<file path="config.mk">
export PLATFORM = sky130hd
export DESIGN_NAME = multi_net_replay_buffer
export DESIGN_NICKNAME = d
export VERILOG_FILES = /design/src/rtl/multi_net_replay_buffer.sv
export SDC_FILE = /design/constraint.sdc
export NUM_CORES = 2
export LEC_CHECK = 0
export CORE_ASPECT_RATIO = 0.75
export CORE_MARGIN = 2
export CORE_UTILIZATION = 35
export DETAILED_ROUTE_END_ITERATION = 10
export SYNTH_ARGS = -nofsm -noshare
export SYNTH_HDL_FRONTEND = slang
export SYNTH_SLANG_ARGS = --single-unit
</file>
<file path="constraint.sdc">
create_clock -name clk -period 13.1 [get_ports clk]
set_input_delay 2.62 -clock clk [delete_from_list [all_inputs] [get_ports clk]]
set_output_delay 2.62 -clock clk [all_outputs]
set_load 0.01 [all_outputs]
</file>
<file path="src/rtl/multi_net_replay_buffer.sv">
// Captures one gamma window of first-spike times from N networks into ping-pong banks
// and replays each network's window serially into one shared column with a net tag.
module multi_net_replay_buffer #(
    parameter int P     = 64,
    parameter int N     = 2,
    parameter int GAMMA = 16,
    parameter int TW    = $clog2(GAMMA),
    parameter int NW    = (N > 1) ? $clog2(N) : 1
) (
    input  logic                clk,
    input  logic                rstb,
    input  logic                grst,
    input  logic [N-1:0][P-1:0] data_in,
    output logic                in_ready,
    output logic                overrun,
    output logic [P-1:0]        data_out,
    output logic                col_grst,
    output logic [NW-1:0]       net_id,
    output logic                replay_active
);
    typedef enum logic {C_IDLE, C_CAPT} cap_state_t;
    typedef enum logic {R_IDLE, R_PLAY} rep_state_t;

    localparam logic [TW-1:0] LAST_T   = TW'(GAMMA - 1);
    localparam logic [NW-1:0] LAST_NET = NW'(N - 1);

    cap_state_t          c_state;
    logic [TW-1:0]       cap_cnt;
    logic                wr;
    rep_state_t          r_state;
    logic [NW-1:0]       net_cnt;
    logic [TW-1:0]       t;
    logic                rd;
    logic [1:0]          full;

    logic [N-1:0][P-1:0] valid_q [2];
    logic [TW-1:0]       off_q   [2][N][P];

    logic                cap_start;
    logic                cap_capt;
    logic                cap_done;
    logic [N-1:0][P-1:0] off_we;

    logic                r_go;
    logic                r_free;
    logic [NW-1:0]       nxt_net;
    logic [TW-1:0]       nxt_t;
    logic [P-1:0]        nxt_data;

    // Handshake: grst is the valid and in_ready the ready; a window starts only on an
    // edge where both are high. A grst seen with in_ready low is dropped and sets overrun.
    assign in_ready  = (c_state == C_IDLE) && !full[wr];
    assign cap_start = grst && in_ready;
    assign cap_capt  = (c_state == C_CAPT);
    assign cap_done  = cap_capt && (cap_cnt == LAST_T);

    always_comb begin
        off_we = '0;
        for (int n = 0; n < N; n++) begin
            if (cap_start)
                off_we[n] = data_in[n];
            else if (cap_capt)
                off_we[n] = data_in[n] & ~valid_q[wr][n];
        end
    end

    always_ff @(posedge clk or negedge rstb) begin
        if (!rstb) begin
            c_state    <= C_IDLE;
            cap_cnt    <= '0;
            wr         <= 1'b0;
            full       <= '0;
            overrun    <= 1'b0;
            valid_q[0] <= '0;
            valid_q[1] <= '0;
        end else begin
            if (grst && !in_ready)
                overrun <= 1'b1;
            if (cap_start) begin
                c_state     <= C_CAPT;
                cap_cnt     <= TW'(1);
                valid_q[wr] <= data_in;
            end else if (cap_capt) begin
                valid_q[wr] <= valid_q[wr] | data_in;
                cap_cnt     <= cap_cnt + 1'b1;
                if (cap_done) begin
                    c_state <= C_IDLE;
                    wr      <= ~wr;
                end
            end
            // Capture and replay never touch the same bank's full flag on one edge.
            for (int b = 0; b < 2; b++) begin
                if (cap_done && (wr == 1'(b)))
                    full[b] <= 1'b1;
                else if (r_free && (rd == 1'(b)))
                    full[b] <= 1'b0;
            end
        end
    end

    // cap_cnt idles at 0, so it is also the offset for the grst edge itself.
    always_ff @(posedge clk) begin
        for (int n = 0; n < N; n++)
            for (int i = 0; i < P; i++)
                if (off_we[n][i])
                    off_q[wr][n][i] <= cap_cnt;
    end

    // The bank is released when its last replay state is entered, so rd already points
    // at the other bank when deciding whether to continue without a bubble.
    always_comb begin
        r_go    = 1'b0;
        r_free  = 1'b0;
        nxt_net = '0;
        nxt_t   = '0;
        if (r_state == R_IDLE || (net_cnt == LAST_NET && t == LAST_T)) begin
            r_go = full[rd];
        end else begin
            r_go = 1'b1;
            if (t == LAST_T) begin
                nxt_net = net_cnt + 1'b1;
                nxt_t   = '0;
            end else begin
                nxt_net = net_cnt;
                nxt_t   = t + 1'b1;
            end
            r_free = (nxt_net == LAST_NET) && (nxt_t == LAST_T);
        end
        nxt_data = '0;
        for (int i = 0; i < P; i++)
            nxt_data[i] = r_go && valid_q[rd][nxt_net][i] && (off_q[rd][nxt_net][i] == nxt_t);
    end

    always_ff @(posedge clk or negedge rstb) begin
        if (!rstb) begin
            r_state       <= R_IDLE;
            net_cnt       <= '0;
            t             <= '0;
            rd            <= 1'b0;
            data_out      <= '0;
            col_grst      <= 1'b0;
            net_id        <= '0;
            replay_active <= 1'b0;
        end else begin
            r_state       <= r_go ? R_PLAY : R_IDLE;
            net_cnt       <= nxt_net;
            t             <= nxt_t;
            data_out      <= nxt_data;
            col_grst      <= r_go && (nxt_t == '0);
            net_id        <= nxt_net;
            replay_active <= r_go;
            if (r_free)
                rd <= ~rd;
        end
    end
endmodule

</file>
# Word level (Yosys, flattened, before mapping)
# Memory sizes are Yosys's and may differ from the RTL's.
# Cells that the tools add are included.
# op_classes
addsub	3
n_lt_le_gt_ge	7
n_eq_ne	67
muxes	299
bitwise	13
reduce_logical	148
# op_table
op	count
2-to-1 mux 256 bit	5
2-to-1 mux 128 bit	7
bitwise mux 256 bit	2
2-to-1 mux 64 bit	6
2-to-1 mux 1 bit	273
equality test 4 bit	64
logical AND 1 bit	140
bitwise AND 64 bit	2
demux 128 bit (select 1 bit)	1
NOT 64 bit	2
bitwise OR 128 bit	1
2-to-1 mux 4 bit	5
equality test 4 bit, second input constant	3
adder 4 x 1 -> 4 bit, second input constant	2
>= comparator 2 bit, second input constant	3
less-than comparator 1 x 2 -> 1 bit, second input constant	3
NOT 1 -> 2 bit	3
nonzero test 2 bit	3
NOT 1 bit	5
zero test 4 bit	1
AND reduction 3 bit	1
zero test 1 bit	2
less-than comparator 2 x 1 -> 1 bit, second input constant	1
adder 1 bit, second input constant	1
logical OR 1 bit	1
# totals
regBits	338
mem_bits_rw	1024
input_bits	131
output_inout_bits	69
elab_cells	555
memories	1
# memory_table
name	depth	word_bits	rd	rd_clocked_by_memory_dff	wr	line_no	text
off_q	2	512	1	0	1	37	logic [TW-1:0] off_q [2][N][P];

# Longest topological paths before layout
# logic_depth
depth_word	11
ltp_mapped	11
depth_no_buf	9

# Least setup slack after synthesis
# Ideal clock, no wire load.
# synth_path
kind	reg2reg
start	reg cap_cnt[1]
end	reg wr
setup_ps	129
arrival_ps	4205
required_time_ps	12971
setup_slack_ps	8766
path_stages_with_launch	5
n_path_buf	0
cell_sequence	dfrtp_1 -> ha_1 -> and3_1 -> nand2_1 -> xnor2_1
# synth_via
elab_chain_cells	3
# synth_lines
element	line_no	text
start: declaration	28	logic [TW-1:0] cap_cnt;
start signal: assignment	85	cap_cnt <= cap_cnt + 1'b1;
equality test 4 bit	55	assign cap_done = cap_capt && (cap_cnt == LAST_T);
logical AND 1 bit	55	
AND reduction 3 bit (no line)	n/a	
end signal: assignment	88	wr <= ~wr;
end: declaration	29	logic wr;
# Every way passes these cells.
# A chain may end at the register's enable or synchronous reset.

# Worst setup path after layout
# layout_path
start	in grst
end	mem off_q[0][89] in the netlist's numbering (enable)
# layout_via
elab_chain_cells	4
# layout_lines
element	line_no	text
start: declaration	12	input logic grst,
logical AND 1 bit	53	assign cap_start = grst && in_ready;
2-to-1 mux 64 bit	60	if (cap_start)
2-to-1 mux 1 bit	105	if (off_we[n][i])
2-to-1 mux 1 bit (not written as such)	106	off_q[wr][n][i] <= cap_cnt;
end: declaration	37	
# Every way passes these cells.

==> metrics.log <==
[metrics] run status: completed
[metrics] wirelength, routed: between 150,000 and 200,000 um
[metrics] category of the worst setup path capture point: flip-flop
[metrics] warning count from the yosys run: 0
[metrics] worst-case clock skew: approximately 0.035 ns
[metrics] switch share: between 30% and 40%
[metrics] part of the Yosys area used for sequential elements: 69.4%
[metrics] Req. time, crit path: between 10 and 15 ns
[metrics] synthesis-to-layout area growth: 15.5%
[metrics] clk buf depth: 3
[metrics] library cell with the largest summed area after synthesis: edfxtp_1
[metrics] synthesized netlist net count: 3,489
[metrics] number of I/O port buffers: 199
[metrics] hold bufs inserted after CTS: 0
[metrics] mean instance size in the synthesized netlist: approximately 17 um2
[metrics] first-pass detailed-route iteration total: 5
[metrics] number of enable flip-flop cells after synthesis: approximately 1,000
[metrics] category of the worst setup path launch point: input pin
[metrics] min setup slack post-route: 7.32 ns
[metrics] top cells by area in the synthesized netlist: edfxtp_1 (54%), dfrtp_1 (15%), mux4_2 (13%)
[metrics] worst hold slack: between 0.4 and 0.5 ns
[metrics] unrepaired setup endpoints after global routing: false
[metrics] maximum clock rate: between 150 and 200 MHz
[metrics] die area: 164,000 um2
[metrics] pin count of the biggest net entering global routing: 136
[metrics] gpl congestion: about 0.76
[metrics] sum of negative setup slack: 0 ns
[metrics] Max rail drop VDD: 0.345 mV
[metrics] depth of the most critical reg-to-reg path: 7
[metrics] detailed placement HPWL: 83,100 um
[metrics] detail-routed net length per standard cell: 26.1 um
[metrics] fin nets: 3,657
[metrics] data arrival at the endpoint of the critical path: 6.30 ns
[metrics] I/O pin cnt: 200
[metrics] reg2reg start: rd
[metrics] sink count of the clock tree: 1,361
[metrics] wire length the detailed router placed on met1: 65,600 um
[metrics] total standard cell area after synthesis: about 56,000 um2
[metrics] vias after detailed routing: 31,200
[metrics] leading post-synthesis cells by instance count: edfxtp_1 (1,024), dfrtp_1 (337), mux4_2 (320)
[metrics] Net Sw Power: approximately 6200 uW
[metrics] Worst Max-Slew Pin Slew: between 1 and 1.5 ns
[metrics] number of antenna violations at the first check in global routing: 17
[metrics] clock network power share: 23.4%
[metrics] number of synthesized register bits: 1,361
[metrics] total overflow reported by the global router: 0
[metrics] Synth Instances: 3,354
[metrics] pre-CTS worst setup slack: about 6.6 ns
[metrics] via count of the first global-routing pass: 32,100
[metrics] dominant cell by count in the synthesized netlist: edfxtp_1
[metrics] Cell Pwr Density: 265 nW/um2
[metrics] number of DRC markers in iteration 0: 3,009
[metrics] type of the worst min-delay path: flip-flop to flip-flop
[metrics] Slew Limit Fails: 0
[metrics] Hold Violations, Final: 0
[metrics] number of placement rows: approximately 130
[metrics] worst hold stages: 1
[metrics] critical path class: input pin to flip-flop
[metrics] fraction of layout instances using a drive strength above 1: 17.1%
[metrics] top cell type's share of synthesized area: roughly 54%
[metrics] Leakage Power: 0.0230 uW
[metrics] Synth cell types: 44
[metrics] final worst-path cycle share: roughly 44%
[metrics] combinational cell fraction of total power: 36.5%
[metrics] startpoint of the worst hold path: overrun
[metrics] worst-case headroom to the max-slew limit: between 10 and 15%
[metrics] insertion delay of the later-clocked pin in the worst-skew pair: roughly 0.79 ns
[metrics] Via-to-Cell Ratio: around 5.4
[metrics] x dimension of the die: 468 um
[metrics] worst setup path startpoint: grst
[metrics] proportion of synthesized flip-flops having asynchronous set or reset: 24.8%
[metrics] vertical extent of the die: 352 um
[metrics] Routed Antenna Nets: 0
[metrics] Placeable Area: 160,000 um2
[metrics] Top cell by count, worst path: buf_4
[metrics] endpoints failing setup: 0
[metrics] Min Clock Period, post-route: between 5 and 6 ns
[metrics] CTS HTree Levels: 4
[metrics] # resized after CTS: 0
[metrics] clock edge transition at the registers on the reported setup and hold paths: 0.06 ns
[metrics] Flop pwr share: 40.0%
[metrics] wire length of the first global-routing pass: between 200,000 and 250,000 um
[metrics] clock tree from TritonCTS: built
[metrics] initial core utilization: approximately a third
[metrics] Detail Route met3 WL: 8860 um
[metrics] final routed DRC violation total: 0
[metrics] global-route usage over all layers: 18.4%
[metrics] largest fanout of any net on the critical path: 70
[metrics] top layer reached by signal wires: met5
[metrics] met2 layer wire length in the routed design: 72,600 um
[metrics] post-CTS setup repair buffer count: 0
[metrics] dominant synthesized flop cell: edfxtp_1
[metrics] number of buffers created by CTS: 140
[metrics] max-cap violation count: 0
[metrics] Critical-path top delay cell: buf_4
[metrics] cell at the root of the clock tree: clkbuf_16
[metrics] cell-by-cell trace of the critical path: clkdlybuf4s50_1, inv_1, a2111o_2, buf_4, buf_4, buf_4, o21ai_0, and3b_1
[metrics] P_int: 11,000 uW
[metrics] Overall Power: 17,300 uW
[metrics] Critical Path Max Stage Delay: 0.80 ns
==> cells by family (layout without fill, tap and decap cells) <==
family	Yosys count	in the layout	synth area share (%)
adder cells (fa/ha/maj)	4	4	0.0887
XOR/XNOR	262	262	4.07
flip-flops	1361	1361	69.4
AO/OA/AOI/OAI	450	450	4.76
AND/OR/NAND/NOR	718	718	6.78
buffers and inverters	238	524	2.07
other	0	6	0
multiplexers	321	321	12.8
==> power groups by stage <==
stage	Clock (uW)	Combinational [uW]	Sequential [uW]
2_1_floorplan	0	4430	6930
3_3_place_gp	0	6350	6990
3_5_place_dp	0	6430	6990
4_1_cts	4140	6440	6920
5_1_grt	4310	6900	7030
6_report	4050	6320	6920
==> metal layers <==
metal  track usage [%]  vias to the layer above
li1                  -                    13400
met1              25.2                    16400
met4              5.08                        4
met5                 0                        -
met2              30.0                     1120
met3              3.50                      234
==> layout make-up <==
| type | count | area (um2) |
|---|---|---|
| Clock buffer | 197 | 3910 |
| Multi-Input combinational cell | 1755 | 16100 |
| Sequential cell | 1361 | 39200 |
| Fill cell | 14300 | 94900 |
| Clock inverter | 63 | 719 |
| Inverter | 6 | 37.5 |
| Tap cell | 2128 | 2660 |
| Antenna cell | 6 | 15.0 |
| Timing Repair Buffer | 258 | 2460 |
==> cell usage in the layout (no fill, tap or decap), types with 6 or more instances in the layout <==
cell type | netlist | final
a21oi_1 | 155 | 154
a22o_1 | 103 | 103
and3_1 | 65 | 65
and3b_1 | 114 | 114
buf_4 | 29 | 57
bufinv_16 | 0 | 11
clkbuf_1 | 96 | 41
clkbuf_16 | 0 | 143
clkbuf_8 | 0 | 13
clkdlybuf4s50_1 | 0 | 198
clkinv_1 | 1 | 17
clkinv_2 | 0 | 15
dfrtp_1 | 337 | 331
dfrtp_4 | 0 | 6
diode_2 | 0 | 6
edfxtp_1 | 1024 | 1024
inv_6 | 0 | 7
mux4_2 | 320 | 320
nand2_1 | 248 | 247
nand3_1 | 65 | 65
nor2_1 | 150 | 148
nor4_1 | 45 | 45
nor4_2 | 19 | 19
o21ai_0 | 181 | 181
xnor2_1 | 75 | 75
xor2_1 | 187 | 187
==> through the flow <==
| step | cell area (um2) | cells | util (%) |
|---|---|---|---|
| 2_1_floorplan | 56400 | 3354 | - |
| 5_1_grt | 65100 | 5772 | 40.7 |
| 3_5_place_dp | 60500 | 5508 | 37.8 |
| 4_1_cts | 65100 | 5768 | 40.7 |
| 6_report | 65200 | 5774 | 40.7 |
| 3_3_place_gp | 60500 | 5508 | 37.8 |
==> state kept, by name, summed over array words and instances, names as in the netlist <==
name      flops
off_q      1024
valid_q     256
data_out     64
cap_cnt       4
t             4
full          2
c_state       1
col_grst      1
net_cnt       1
overrun       1
r_state       1
rd            1
wr            1
==> critical path, delay by kind of cell <==
family / cells / cell delay [ns]
AND/OR/NAND/NOR: 1 / 0.31
AO/OA/AOI/OAI: 2 / 0.48
buffers and inverters: 5 / 2.79
==> path summary, 6_finish.rpt <==
kind,slack (ns),endpoint
max in group asynchronous,9.62,cap_cnt[3]
worst min-delay path,0.47,overrun
worst max-delay path,7.32,off_q[0][89]
worst min register to register,0.47,overrun
min in group asynchronous,1.86,data_out[48]
worst max register to register,7.90,data_out[2]
Note: power is estimated with default switching activity, not from simulation.
